<file path="src/rtl/frame_ctrl_if.sv">
// Byte-stream handshake bundle (data/vld/rdy) shared by the frame_ctrl input and output sides.
interface axis_if #(
    parameter int unsigned W = 8
);
    logic [W-1:0] data;
    logic         vld;
    logic         rdy;

    modport master (output data, output vld, input rdy);
    modport slave  (input data, input vld, output rdy);
endinterface

</file>
<file path="src/rtl/frame_ctrl.sv">
// Frame sequencer: hunts for SYNC, parses width/height, forwards width*height pixels with line/done pulses.
// Optional idle timeout in the header/pixel phases when FRAME_TIMEOUT_EN is defined.
module frame_ctrl #(
  parameter logic [31:0] SYNC    = 32'h4245_474E,
  parameter int unsigned DIM_W   = 32,
  parameter int unsigned TIMEOUT = 1_000_000
) (
  input  logic             clk,
  input  logic             rst,
  axis_if.slave            axis_i,
  axis_if.master           axis_o,
  output logic [DIM_W-1:0] width,
  output logic [DIM_W-1:0] height,
  output logic             line,
  output logic             done,
  output logic             busy,
  output logic             err
);

  typedef enum logic [1:0] {HUNT, WIDTH, HEIGHT, PIXELS} state_t;

  state_t           state_q, state_d;
  logic [23:0]      shreg;
  logic [1:0]       bcnt;
  logic [DIM_W-1:0] col, row;
  logic [7:0]       o_data;
  logic             o_vld;
  logic             in_rdy, acc, pix_acc;
  logic             sync_hit, zero_dim, last_col, last_row, err_d;
  logic [DIM_W-1:0] width_nxt, height_nxt;
  logic             timeout_hit;

  assign in_rdy   = (state_q == PIXELS) ? (!o_vld || axis_o.rdy) : 1'b1;
  assign acc      = axis_i.vld && in_rdy;
  assign pix_acc  = acc && (state_q == PIXELS);
  // Only the last three bytes need storing: the fourth sync byte is the incoming one.
  assign sync_hit = ({shreg, axis_i.data} == SYNC);

  // First header byte replaces the field so bits above the 32-bit field never survive.
  assign width_nxt  = (bcnt == 2'd0) ? DIM_W'(axis_i.data) : DIM_W'({width, axis_i.data});
  assign height_nxt = (bcnt == 2'd0) ? DIM_W'(axis_i.data) : DIM_W'({height, axis_i.data});
  assign zero_dim   = (width == '0) || (height_nxt == '0);
  assign last_col   = (col == width - DIM_W'(1));
  assign last_row   = (row == height - DIM_W'(1));

  assign axis_i.rdy  = in_rdy;
  assign axis_o.data = o_data;
  assign axis_o.vld  = o_vld;
  assign busy        = (state_q != HUNT);

`ifdef FRAME_TIMEOUT_EN
  localparam int unsigned IDLE_W = $clog2(TIMEOUT + 1);
  logic [IDLE_W-1:0] idle;

  assign timeout_hit = (state_q != HUNT) && !acc && (idle == IDLE_W'(TIMEOUT - 1));

  always_ff @(posedge clk or negedge rst) begin
    if (!rst) begin
      idle <= '0;
    end else if (state_q == HUNT || acc || timeout_hit) begin
      idle <= '0;
    end else begin
      idle <= idle + 1'b1;
    end
  end
`else
  assign timeout_hit = 1'b0;
`endif

  always_comb begin
    state_d = state_q;
    err_d   = 1'b0;
    unique case (state_q)
      HUNT:   if (acc && sync_hit) state_d = WIDTH;
      WIDTH:  if (acc && bcnt == 2'd3) state_d = HEIGHT;
      HEIGHT: begin
        if (acc && bcnt == 2'd3) begin
          if (zero_dim) begin
            err_d   = 1'b1;
            state_d = HUNT;
          end else begin
            state_d = PIXELS;
          end
        end
      end
      PIXELS: if (pix_acc && last_col && last_row) state_d = HUNT;
      default: state_d = HUNT;
    endcase
    if (timeout_hit) begin
      err_d   = 1'b1;
      state_d = HUNT;
    end
  end

  always_ff @(posedge clk or negedge rst) begin
    if (!rst) begin
      state_q <= HUNT;
    end else begin
      state_q <= state_d;
    end
  end

  always_ff @(posedge clk or negedge rst) begin
    if (!rst) begin
      shreg  <= '0;
      bcnt   <= '0;
      width  <= '0;
      height <= '0;
      col    <= '0;
      row    <= '0;
      o_data <= '0;
      o_vld  <= 1'b0;
      line   <= 1'b0;
      done   <= 1'b0;
      err    <= 1'b0;
    end else begin
      line <= pix_acc && last_col;
      done <= pix_acc && last_col && last_row;
      err  <= err_d;

      if (state_q != HUNT) begin
        shreg <= '0;
      end else if (acc) begin
        shreg <= {shreg[15:0], axis_i.data};
      end

      if (acc && (state_q == WIDTH || state_q == HEIGHT)) begin
        bcnt <= bcnt + 2'd1;
      end else if (state_q == HUNT) begin
        bcnt <= '0;
      end

      if (acc && state_q == WIDTH)  width  <= width_nxt;
      if (acc && state_q == HEIGHT) height <= height_nxt;

      if (state_q != PIXELS) begin
        col <= '0;
        row <= '0;
      end else if (acc) begin
        if (last_col) begin
          col <= '0;
          row <= row + DIM_W'(1);
        end else begin
          col <= col + DIM_W'(1);
        end
      end

      // Output register keeps draining after the frame ends; only PIXELS loads it.
      if (pix_acc) begin
        o_data <= axis_i.data;
        o_vld  <= 1'b1;
      end else if (axis_o.rdy) begin
        o_vld  <= 1'b0;
      end
    end
  end

endmodule

</file>
<file path="src/flat_wrapper.sv">
// flat-port wrapper written by rule: the top's interface ports become plain ports
module frame_ctrl_flat 
#(
  parameter logic [31:0] SYNC    = 32'h4245_474E,
  parameter int unsigned DIM_W   = 32,
  parameter int unsigned TIMEOUT = 1_000_000
)
  (clk, rst, width, height, line, done, busy, err, axis_i_data, axis_i_vld, axis_i_rdy, axis_o_data, axis_o_vld, axis_o_rdy);
  axis_if #(.W(8)) axis_i_i ();
  axis_if #(.W(8)) axis_o_i ();
  input  logic clk;
  input  logic rst;
  output logic [DIM_W-1:0] width;
  output logic [DIM_W-1:0] height;
  output logic line;
  output logic done;
  output logic busy;
  output logic err;
  input wire logic [$bits(axis_i_i.data)-1:0] axis_i_data;
  input wire logic [$bits(axis_i_i.vld)-1:0] axis_i_vld;
  output wire logic [$bits(axis_i_i.rdy)-1:0] axis_i_rdy;
  output wire logic [$bits(axis_o_i.data)-1:0] axis_o_data;
  output wire logic [$bits(axis_o_i.vld)-1:0] axis_o_vld;
  input wire logic [$bits(axis_o_i.rdy)-1:0] axis_o_rdy;
  assign axis_i_i.data = axis_i_data;
  assign axis_i_i.vld = axis_i_vld;
  assign axis_i_rdy = axis_i_i.rdy;
  assign axis_o_data = axis_o_i.data;
  assign axis_o_vld = axis_o_i.vld;
  assign axis_o_i.rdy = axis_o_rdy;
  frame_ctrl #(.SYNC(SYNC), .DIM_W(DIM_W), .TIMEOUT(TIMEOUT)) u_core (.clk(clk), .rst(rst), .axis_i(axis_i_i), .axis_o(axis_o_i), .width(width), .height(height), .line(line), .done(done), .busy(busy), .err(err));
endmodule
</file>
<file path="config.mk">
export PLATFORM = sky130hd
export DESIGN_NAME = frame_ctrl_flat
export DESIGN_NICKNAME = d
export VERILOG_FILES = /design/src/rtl/frame_ctrl_if.sv /design/src/rtl/frame_ctrl.sv /design/src/flat_wrapper.sv
export SDC_FILE = /design/constraint.sdc
export NUM_CORES = 1
export LEC_CHECK = 0
export BUFFER_PORTS_ARGS = -buffer_cell sky130_fd_sc_hd__buf_2
export CAP_MARGIN = 40
export CELL_PAD_IN_SITES_DETAIL_PLACEMENT = 0
export CELL_PAD_IN_SITES_GLOBAL_PLACEMENT = 1
export CORE_ASPECT_RATIO = 1.5
export CORE_MARGIN = 2
export CORE_UTILIZATION = 50
export CTS_CLUSTER_SIZE = 8
export DETAILED_ROUTE_END_ITERATION = 12
export PLACE_DENSITY_LB_ADDON = 0.1
export SLEW_MARGIN = 0
export SYNTH_ARGS = -nofsm -noshare
export SYNTH_HDL_FRONTEND = slang
export SYNTH_SLANG_ARGS = --single-unit
</file>
<file path="constraint.sdc">
create_clock -name clk -period 9.3 [get_ports clk]
set_input_delay 0 -clock clk [delete_from_list [all_inputs] [get_ports clk]]
set_output_delay 0 -clock clk [all_outputs]
set_load 0.03 [all_outputs]
</file>
==> results.py <==
metrics = {
    "status": {
        "status": "completed",
    },
    "global_route": {
        "track_usage_pct": 29.5,
        "antenna_found_initial": 0,
        "grt_pass1_wl_um": 50600,
        "overflow": 0,
        "grt_start_max_net_pins": 90,
        "grt_pass1_vias": 9060,
    },
    "sta": {
        "max_slew.worst_pin.slew_ns": 0.879,
        "rsz0062_at_grt": "no",
        "period_needed_ns": 4.72,
        "fmax_ghz": 0.212,
        "slew_viol_final": 0,
        "hold_viol": 0,
        "finalSetupTns_ns": 0,
        "skew_ns": 0.00900,
        "slew_headroom_pct": 40.9,
        "min_period_over_period_pct": 50.7,
        "setup_viol": 0,
    },
    "setup_path": {
        "worstSetupPathType": "flip-flop to flip-flop",
        "start_kind": "flip-flop",
        "crit_slowest_cell": "nor4_2",
        "crit_chain": "ha_1 -> inv_1 -> or2_2 -> and2_1 -> buf_4 -> nand2_1 -> or3_1 -> nor4_2 -> nand4_1 -> nor4b_1 -> o31ai_1",
        "crit_path_max_incr_delay_ns": 0.67,
        "rrSetupSlack_ns": 4.58,
        "setup.worst_path.end_class": "flip-flop",
        "path_max_fanout": 32,
        "cp_data_arrival_time_ns": 5.04,
        "crit_required_ns": 9.62,
        "r2r_cells": 11,
        "worst_r2r_endpoint": "u_core.state_q[1]",
        "r2r_start": "u_core.state_q[0]",
    },
    "power_and_ir_drop": {
        "worst_ir_drop_vdd_uv": 200,
        "power-per-cell-area_mw_per_mm2": 308,
        "p_leak_nw": 4.91,
    },
    "clock_tree": {
        "cts_root_buf": "clkbuf_16",
        "postCtsSetupBuffers": 0,
        "cts_buffers": 17,
        "clk_latency_ns": 0.44,
        "cts_tree": "built",
        "cts_max_path_buffers": 2,
        "cts_max_level": 4,
        "clkTransAtPathRegs_ns": 0.07,
        "cts_sinks": 168,
    },
    "final_layout": {
        "post-route-util_pct": 57.7,
        "fillCellCount": 1942,
        "layout-drive-gt1-share_pct": 14.6,
        "nets": 1290,
        "area_growth_pct": 12.9,
        "num_antenna_cells": 0,
    },
    "route": {
        "vias": 9352,
        "vias_per_cell": 6.06,
        "drc_errors": 0,
        "drtPass1Iterations": 5,
        "ant_nets": 0,
        "drt_iter0_drc": 761,
        "drt_wl_total_um": 31600,
        "routedWlPerCell_um": 20.5,
    },
    "synthesis": {
        "yosys_warnings": 0,
        "ys_seq_elements": 168,
        "synth.distinct_cells": 76,
        "syn_area_per_cell_um2": 8.67,
        "synth-edff-count": 0,
        "synth_ff_type": "dfrtp_1",
        "syn_area_mm2": 0.0105,
        "synth-seq-area-share_pct": 40.1,
        "synth_fp_nets": 1232,
        "syn-instance-count": 1209,
        "async_flop_share_pct": 100,
    },
    "hold_path": {
        "hold_depth": 4,
        "min_from": "axis_i_vld",
        "whs_endpoint": "u_core.col[1]",
        "hp-class": "input port to flip-flop",
    },
    "placed_design": {
        "place_congestion": 0.901,
        "portBuffers": 89,
        "dpl.hpwl_um": 23400,
    },
    "floorplan": {
        "row_count": 64,
        "dieArea_mm2": 0.0222,
        "core_mm2": 0.0205,
        "die_x_um": 122,
        "start_util_pct": 51.1,
        "io-pin-count": 90,
        "die_y_um": 181,
    },
    "run": {
        "cap_violations": 0,
    },
}
[flip-flops by register name (all words and copies together) (netlist names), 2 cells and up]
register,flops
u_core.col,32
u_core.height,32
u_core.row,32
u_core.width,32
u_core.shreg,24
u_core.axis_o.data,8
u_core.bcnt,2
u_core.state_q,2
[final cells by class]
type                    count  area, um^2  share of cell area, %
multi-input cells         937        5870                   49.6
repair buffers            113         728                   6.15
inverters                  30         113                  0.952
clock buffers              19         443                   3.74
flip-flops and latches    168        4200                   35.5
well taps                 264         330                   2.79
clock inverters            11         148                   1.25
[cells by family (layout without fill, tap and decap cells)]
kind of cell | Yosys count | in the layout | share of synthesized area (%)
flip-flops | 168 | 168 | 40.1
AO/OA/AOI/OAI | 220 | 220 | 13.2
XOR/XNOR | 92 | 92 | 7.69
AND/OR/NAND/NOR | 579 | 579 | 30.1
adder cells (fa/ha/maj) | 11 | 11 | 1.31
buffers and inverters | 104 | 173 | 3.90
multiplexers | 35 | 35 | 3.67
[worst max-delay path: cells and delay by family (launching register included)]
kind            cells  cell delay, ns
simple gates        7            2.73
buf+inv             2            0.91
flops               1            0.44
fa+ha+maj           1            0.39
compound gates      1            0.11
[where the power goes]
group	leakage [nW]	internal [mW]	switching, mW
Combinational	2.35	0.622	1.08
Clock	0.290	0.428	0.297
Sequential	2.27	0.881	0.335
[per-stage QoR]
stage / worst slack (ns) / cells / power [mW] / hold slack (ns) / cell area, um^2
3_5_place_dp: 4.58 / 1501 / 2.92 / -0.175 / 11100
4_1_cts: 4.59 / 1542 / 3.65 / 0.0447 / 11800
3_3_place_gp: 4.63 / 1496 / 2.89 / 0.168 / 11000
5_1_grt: 4.29 / 1542 / 3.88 / 0.0725 / 11800
6_report: 4.58 / 1542 / 3.64 / 0.0629 / 11800
2_1_floorplan: 5.55 / 1209 / 2.39 / -0.296 / 10500
[layer usage]
layer  track usage, %  part of all wire (%)  wire length (um)
met4             13.3                   4.3              1340
met1             34.2                    39             12400
met5                0                     0                 0
met2             52.7                    53             16700
met3             4.61                   3.8              1190
[cell usage after synthesis, types with 22 or more instances]
cell type,instances,area (um^2)
a21oi_1,53,265
clkbuf_1,64,240
dfrtp_1,168,4200
inv_1,29,109
mux2_2,27,304
nand2_1,162,608
nand2b_1,45,282
nand3_1,44,220
nand4_1,29,181
nor2_1,80,300
nor3_1,37,185
nor4_1,31,194
o21ai_0,74,370
or3_1,22,138
xnor2_1,50,438
xor2_1,42,368
[timing repair]
| item | 4_1_cts | 5_1_grt |
|---|---|---|
| hold buffers | 11 | 0 |
| endpoints found under the hold margin | 160 | 0 |
| setup endpoints to repair | 0 | 0 |
| resized for setup | 0 | 0 |
[placed cells by master (no fill, tap or decap), types with 11 or more instances in the layout]
cell type / instances
a21oi_1: 53
a31oi_1: 16
and3_1: 19
buf_2: 88
clkbuf_16: 17
dfrtp_1: 168
dlygate4sd3_1: 11
ha_1: 11
inv_1: 29
mux2_2: 27
nand2_1: 161
nand2b_1: 45
nand3_1: 44
nand3b_1: 14
nand4_1: 29
nor2_1: 80
nor3_1: 37
nor4_1: 31
o21ai_0: 74
o31ai_1: 15
or3_1: 22
or4_1: 15
xnor2_1: 50
xor2_1: 42
[worst max-delay path by stage]
stage                 startpoint           endpoint  slack, ns  cells past startpoint
4_1_cts        u_core.state_q[0]  u_core.state_q[1]       4.59                     11
3_3_place_gp   u_core.state_q[0]  u_core.state_q[1]       4.63                     11
3_5_place_dp   u_core.state_q[0]  u_core.state_q[1]       4.58                     11
6_report       u_core.state_q[0]  u_core.state_q[1]       4.58                     11
5_1_grt        u_core.state_q[0]  u_core.state_q[1]       4.29                     11
2_1_floorplan    u_core.width[0]     u_core.row[13]       5.55                     12
No activity file was read; power rests on OpenSTA's default activity.
